==> src/rtl/wddl_word_collect_32.sv <==
// wddl_word_collect_32: phase sequencer and dual-rail capture buffer for a WDDL
// 32-bit XOR tree. It drives precharge/evaluate upstream, captures WORDS evaluated
// words into a dual-rail buffer and offers the block downstream with valid/ready.
// Optional build macro: WDDL_PRECHARGE_CHECK_EN adds a failed-precharge check in
// the last PRE cycle of every word.
module wddl_word_collect_32 #(
    parameter int unsigned PRE_CYC  = 1,
    parameter int unsigned EVAL_CYC = 2,
    parameter int unsigned WORDS    = 4
) (
    input  logic                clk,
    input  logic                rst_n,
    input  logic                start_in,
    output logic                pre_out,
    output logic [1:0]          word_idx,
    input  logic [31:0]         d_p_in,
    input  logic [31:0]         d_n_in,
    output logic [32*WORDS-1:0] q_p_out,
    output logic [32*WORDS-1:0] q_n_out,
    output logic                valid_out,
    input  logic                ready_in,
    output logic                busy_out,
    output logic                err_out
);

    localparam int unsigned W      = 32 * WORDS;
    localparam int unsigned WC_W   = (WORDS > 1) ? $clog2(WORDS) : 1;
    localparam int unsigned PC_MAX = (PRE_CYC > EVAL_CYC) ? PRE_CYC : EVAL_CYC;
    localparam int unsigned PC_W   = (PC_MAX > 1) ? $clog2(PC_MAX) : 1;

    typedef enum logic [1:0] {
        S_IDLE = 2'd0,
        S_PRE  = 2'd1,
        S_EVAL = 2'd2,
        S_HOLD = 2'd3
    } state_e;

    state_e          state_q;
    logic [PC_W-1:0] pc_q;
    logic [WC_W-1:0] wc_q;
    logic [W-1:0]    q_p_q;
    logic [W-1:0]    q_n_q;
    logic            pre_q;
    logic            valid_q;
    logic            busy_q;
    logic            err_q;

    logic pre_last_c;
    logic eval_last_c;
    logic word_last_c;
    logic rail_err_c;
    logic pre_err_c;

    // Phase-end decodes and rail checks on the upstream word.
    always_comb begin
        pre_last_c  = (pc_q == PC_W'(PRE_CYC - 1));
        eval_last_c = (pc_q == PC_W'(EVAL_CYC - 1));
        word_last_c = (wc_q == WC_W'(WORDS - 1));
        // A valid dual-rail bit always has p != n; p == n is either 0/0 or 1/1.
        rail_err_c  = |(~(d_p_in ^ d_n_in));
`ifdef WDDL_PRECHARGE_CHECK_EN
        // Upstream must still sit at 0/0 at the end of precharge.
        pre_err_c   = |(d_p_in | d_n_in);
`else
        pre_err_c   = 1'b0;
`endif
    end

    // Sequencer FSM with registered outputs and word capture.
    always_ff @(posedge clk or negedge rst_n) begin
        if (!rst_n) begin
            state_q <= S_IDLE;
            pc_q    <= '0;
            wc_q    <= '0;
            q_p_q   <= '0;
            q_n_q   <= '0;
            pre_q   <= 1'b1;
            valid_q <= 1'b0;
            busy_q  <= 1'b0;
            err_q   <= 1'b0;
        end else begin
            case (state_q)
                S_IDLE: begin
                    if (start_in) begin
                        q_p_q   <= '0;
                        q_n_q   <= '0;
                        err_q   <= 1'b0;
                        wc_q    <= '0;
                        pc_q    <= '0;
                        busy_q  <= 1'b1;
                        pre_q   <= 1'b1;
                        state_q <= S_PRE;
                    end
                end
                S_PRE: begin
                    if (pre_last_c) begin
                        if (pre_err_c) begin
                            err_q <= 1'b1;
                        end
                        pc_q    <= '0;
                        pre_q   <= 1'b0;
                        state_q <= S_EVAL;
                    end else begin
                        pc_q <= pc_q + PC_W'(1);
                    end
                end
                S_EVAL: begin
                    if (eval_last_c) begin
                        for (int unsigned k = 0; k < WORDS; k++) begin
                            if (wc_q == WC_W'(k)) begin
                                q_p_q[32*k +: 32] <= d_p_in;
                                q_n_q[32*k +: 32] <= d_n_in;
                            end
                        end
                        if (rail_err_c) begin
                            err_q <= 1'b1;
                        end
                        pc_q  <= '0;
                        pre_q <= 1'b1;
                        if (word_last_c) begin
                            valid_q <= 1'b1;
                            state_q <= S_HOLD;
                        end else begin
                            wc_q    <= wc_q + WC_W'(1);
                            state_q <= S_PRE;
                        end
                    end else begin
                        pc_q <= pc_q + PC_W'(1);
                    end
                end
                S_HOLD: begin
                    // Buffer is retained after hand-off; only a new start clears it.
                    if (ready_in) begin
                        valid_q <= 1'b0;
                        busy_q  <= 1'b0;
                        state_q <= S_IDLE;
                    end
                end
                default: begin
                    state_q <= S_IDLE;
                end
            endcase
        end
    end

    // Word index is the word counter, zero-extended or truncated to 2 bits.
    generate
        if (WC_W >= 2) begin : g_idx_trunc
            assign word_idx = wc_q[1:0];
        end else begin : g_idx_ext
            assign word_idx = {1'b0, wc_q};
        end
    endgenerate

    assign pre_out   = pre_q;
    assign q_p_out   = q_p_q;
    assign q_n_out   = q_n_q;
    assign valid_out = valid_q;
    assign busy_out  = busy_q;
    assign err_out   = err_q;

endmodule

==> config.mk <==
export PLATFORM = sky130hd
export DESIGN_NAME = wddl_word_collect_32
export DESIGN_NICKNAME = d
export VERILOG_FILES = /design/src/rtl/wddl_word_collect_32.sv
export SDC_FILE = /design/constraint.sdc
export NUM_CORES = 1
export LEC_CHECK = 0
export ABC_AREA = 1
export BUFFER_PORTS_ARGS = -buffer_cell sky130_fd_sc_hd__buf_4
export CAP_MARGIN = 30
export CORE_ASPECT_RATIO = 1.5
export CORE_MARGIN = 2
export CORE_UTILIZATION = 45
export DETAILED_ROUTE_END_ITERATION = 8
export PLACE_DENSITY = 0.66
export SKIP_LAST_GASP = 1
export SLEW_MARGIN = 15
export SYNTH_ARGS = -nofsm -noshare
export SYNTH_HDL_FRONTEND = slang
export SYNTH_SLANG_ARGS = --single-unit
==> constraint.sdc <==
create_clock -name clk -period 3.7 [get_ports clk]
set_input_delay 0 -clock clk [delete_from_list [all_inputs] [get_ports clk]]
set_output_delay 0 -clock clk [all_outputs]
set_load 0.05 [all_outputs]
==> Word-level counts from Yosys, hierarchy flattened <==
Index checks and enable logic that the tools add are counted.
{ "totals": {"mem_count": 0, "latch_bits": 0, "regBits": 265, "ram_bits": 0, "romBits": 0, "in_bits": 68, "output_inout_bits": 262} }
{ "op_classes": {"n_shift": 0, "mux": 39, "addsub": 2, "magnitude_cmp": 0, "div_mod_pow": 0, "bitwise_logic": 2, "mul": 0, "reduce_logical": 18, "eq_ne": 16} }
{ "ops": {"columns": ["cell", "n"], "rows": [
  ["case mux 128 bit (2 select lines)", 2],
  ["2-to-1 mux 128 bit", 3],
  ["2-to-1 mux 32 bit", 8],
  ["AND reduction 4 bit", 9],
  ["inverter 32 bit", 1],
  ["OR reduction 32 bit", 1],
  ["XOR 32 bit", 1],
  ["!= test 2 bit, second input constant", 10],
  ["2-to-1 mux 2 bit", 8],
  ["2-to-1 mux 1 bit", 11],
  ["equality test 2 bit, second input constant", 4],
  ["case mux 2 bit (4 select lines)", 1],
  ["case mux 1 bit (2 select lines)", 3],
  ["case mux 1 bit (3 select lines)", 2],
  ["nonzero test 2 bit", 3],
  ["equality test 2 x 1 -> 1 bit, second input constant", 2],
  ["zero test 2 bit", 2],
  ["case mux 2 bit (2 select lines)", 1],
  ["AND reduction 3 bit", 1],
  ["nonzero test 3 bit", 1],
  ["adder 2 x 1 -> 2 bit, second input constant", 1],
  ["AND reduction 2 bit", 1],
  ["adder 1 bit, second input constant", 1]
]} }

==> Logic depth before layout (Yosys ltp) <==
{ "logic_depth": {"depth_word": 6, "mapped_depth": 10, "depth_no_buf": 10} }

==> Least setup slack after synthesis <==
No wires, ideal clock.
{ "synth_path": {"kind": "reg-to-reg", "start": "register wc_q[1], in the netlist word_idx[1]", "end": "register q_n_q[32], in the netlist q_n_out[32]", "stages_incl_launch_ff": 8, "slack_ns": 1.710, "synth_period_minus_slack_ns": 1.990, "path_buffers": 2, "t_arrival_ns": 1.924, "cell_sequence": "dfrtp_1 inv_1 ha_1 nor2_1 buf_1 buf_1 o21ai_1 nand2_1"} }
{ "synth_between": {"elab_chain_cells": 3} }
{ "synth_rtl": {"columns": ["item", "line", "text"], "rows": [
  ["start, declared", "40", "logic [WC_W-1:0] wc_q;"],
  ["start signal, assigned", "124", "wc_q <= wc_q + WC_W'(1);"],
  ["equality test 2 x 1 -> 1 bit", "110", "if (wc_q == WC_W'(k)) begin"],
  ["!= test 2 bit (no source line)", null, null],
  ["AND reduction 4 bit (no source line)", null, null],
  ["end signal, assigned by index", "112", "q_n_q[32*k +: 32] <= d_n_in;"],
  ["end, declared", "42", "logic [W-1:0] q_n_q;"]
]} }
No other way between the ends.
A chain may end at the register's enable or synchronous reset.

==> Worst setup path in the final report <==
{ "layout_path": {"start": "register state_q[1]", "end": "register q_n_q[55], in the netlist q_n_out[55]"} }
{ "layout_between": {"elab_chain_cells": 3, "word_cells_on_any_way": 8} }
{ "layout_rtl": {"columns": ["item", "line", "text"], "rows": [
  ["start, declared", "38", "state_e state_q;"],
  ["start signal, assigned", "72", "state_q <= S_IDLE;"],
  ["start signal, assigned", "92", "state_q <= S_PRE;"],
  ["start signal, assigned", "102", "state_q <= S_EVAL;"],
  ["equality test 2 bit / zero test 2 bit (equally long branches)", "82", "case (state_q)"],
  ["!= test 2 bit (no source line) / nonzero test 2 bit (equally long branches)", null, null],
  ["AND reduction 4 bit (no source line)", null, null]
]} }
Several ways; a longest one is shown, not always the timed one.

==> flow_summary.toml <==
[yosys]
netlist_area_um2 = 11900
synthDistinctLibCells = 28
synth_mux_area_share_pct = 0
synthCells = 1440
yosys.area_share.adder_pct = 0.422
synth-simple-area-share_pct = 23.9
yosys_warnings = 0
synth_top_area_share_pct = 55.7
synth.most_common_cell = "nand2_1"
synth-compound-area-share_pct = 11.5
synth_top_family_by_area = "simple AND/OR/NAND/NOR gates"
synth_edf_count = 0
seq_area_frac_synth_pct = 55.9
synth.top_cells.by_area = "dfrtp_1 56%, nand2_1 19%, o21ai_1 8.9%"
synthArstFlopShare_pct = 100
synth-seq-cells = 265
syn-num-nets = 1512
yosysTopAreaCell = "dfrtp_1"
avgSynthCellArea_um2 = 8.23
synth_commonest_cells = "603 x nand2_1, 264 x dfrtp_1, 212 x o21ai_1"
synthXorXnorAreaFrac_pct = 0.148
ys.flop_type = "dfrtp_1"

[routing]
wirelength_um = 40000
drt_pass1_iterations = 5
antenna_left = 0
via_per_inst = 5.09
drc = 0
wl_per_cell_um = 18.7
drt_iter0_drc = 652
via_count = 10900

[cts]
cts_num_sinks = 265
clk_latency_ns = 0.54
cts_max_level = 1
clk_pin_slew_ns = 0.07
cts_buffers = 26
cts_tree = "built"
clockBufferDepth = 3
cts_root_buf = "clkbuf_16"

[status]
status = "finished clean"

[global_routing]
gr-total-overflow = 0
antenna_found_initial = 0
use_met1_pct = 36.0
grt_use_met3_pct = 4.52
top_usage_layer = "met2"
grt_pass1_vias = 10800
grt_max_degree = 151
grtUsageTotal_pct = 28.5
use_met2_pct = 46.8
grt_pass1_wl_um = 61300

[place]
gp_congestion = 0.890
dp_hpwl_um = 26000
portBuffers = 329
placed_area_um2 = 14300

[sta]
fmax_mhz = 387
relSlewSlack_pct = 33.2
hold_viol = 0
period_needed_ns = 2.58
finalCritPeriodShare_pct = 69.9
tightest_slew_ns = 1.00
maxSlewViolCount = 0
grt_setup_unrepaired = "false"
fin_setup_tns_ns = 0
setup_viol = 0
fin_skew_ns = 0.0125

[worst_setup_path]
cp_max_fo = 113
path_delay_family = "simple AND/OR/NAND/NOR gates"
reg2reg_slack_ns = 1.12
path_buf_inv = 2
max_stage_delay_ns = 0.85
critPathKind = "register to register"
worst_setup_path_start_kind = "register"
end_kind = "register"
rr_endpoint = "q_n_out[55]$_DFFE_PN0P_"
timing.reg2reg.worst_path_depth = 9
critPathArrivalTime_ns = 3.04
crit_slowest_cell = "nor2_8"
required_ns = 4.16
r2r-start = "state_q[1]$_DFFE_PN0P_"
path_cells = "inv_2 > nor2_4 > nand2_4 > nand2_2 > nor2_4 > inv_8 > nor2_8 > nand2_1 > nand2_1"

[min_path]
min_path_type = "input pin to asynchronous set/reset pin"

[die]
rows = 72
dieArea_um2 = 27700
initial_utilization_pct = 45.9
core_um2 = 25900
die_h_um = 203
die_x_um = 137
ios = 330

[cells_and_area]
drive_above_1_share_pct = 22.9
final_area_um2 = 15900
antenna_cells = 0
layout-area-overhead-vs-synth_pct = 34.4
fin_nets = 1865

[job]
maxCapViolations = 0
==> layout by cell type, fill, tap and decap left out, drive strengths merged, types with 2 or more instances in the layout <==
master,n
nor3,2
bufinv,4
a21oi,2
clkinv,7
ha,4
clkbuf,36
inv,92
dlygate4sd3,68
xor2,2
nand3,4
dfrtp,264
o21ai,259
nor2,114
nand2,606
buf,344
==> worst max path at each step <==
stage | cells past startpoint | start | end
detailed placement | 9 | state_q[1]$_DFFE_PN0P_ | q_p_out[48]$_DFFE_PN0P_
CTS | 9 | state_q[1]$_DFFE_PN0P_ | q_n_out[55]$_DFFE_PN0P_
floorplan | 7 | word_idx[1]$_DFFE_PN0P_ | q_n_out[32]$_DFFE_PN0P_
global route | 9 | state_q[1]$_DFFE_PN0P_ | q_p_out[32]$_DFFE_PN0P_
finish | 9 | state_q[1]$_DFFE_PN0P_ | q_n_out[55]$_DFFE_PN0P_
global placement | 9 | state_q[1]$_DFFE_PN0P_ | q_n_out[117]$_DFFE_PN0P_
==> repair_timing <==
action	CTS	global route
hold endpoints to repair	375	0
buffers inserted	0	0
resized for setup	0	0
hold buffers	68	0
setup endpoints to repair	0	0
==> registers in the layout, summed over array words and instances, names as in the netlist <==
name	cells
pre_out	1
word_idx	2
busy_out	1
eval_last_c	1
valid_out	1
state_q	2
q_p_out	128
q_n_out	128
err_out	1
==> area by class of cell <==
cell class,instances,area [um2]
Clock buffer,36,769
Clock inverter,12,163
Fill cell,2322,9910
Inverter,92,353
Multi-Input combinational cell,996,4290
Sequential cell,265,6630
Tap cell,333,417
Timing Repair Buffer,412,3320
==> per-layer routing <==
| layer | vias up | routed length [um] |
|---|---|---|
| met5 | - | 0 |
| met2 | 407 | 19300 |
| met3 | 113 | 2410 |
| met1 | 5226 | 16000 |
| met4 | 0 | 2330 |
| li1 | 5186 | - |
==> per-stage QoR <==
stage | setup WS [ns] | std cells | util [%] | hold slack (ns)
finish | 1.12 | 2146 | 61.7 | 0.109
global route | 0.988 | 2146 | 61.7 | 0.180
CTS | 1.14 | 2146 | 61.7 | 0.182
detailed placement | 1.18 | 2030 | 55.4 | 0.155
global placement | 1.22 | 2029 | 55.3 | 0.150
floorplan | 1.71 | 1440 | - | -0.296
==> logic make-up after synthesis <==
logic type	Yosys count
simple gates	726
flops	265
compound gates	264
buf+inv	179
fa+ha+maj	4
xor+xnor	2
Power is not shown: default switching activity piles up to over one toggle a cycle in this logic, so the estimate is an artifact.
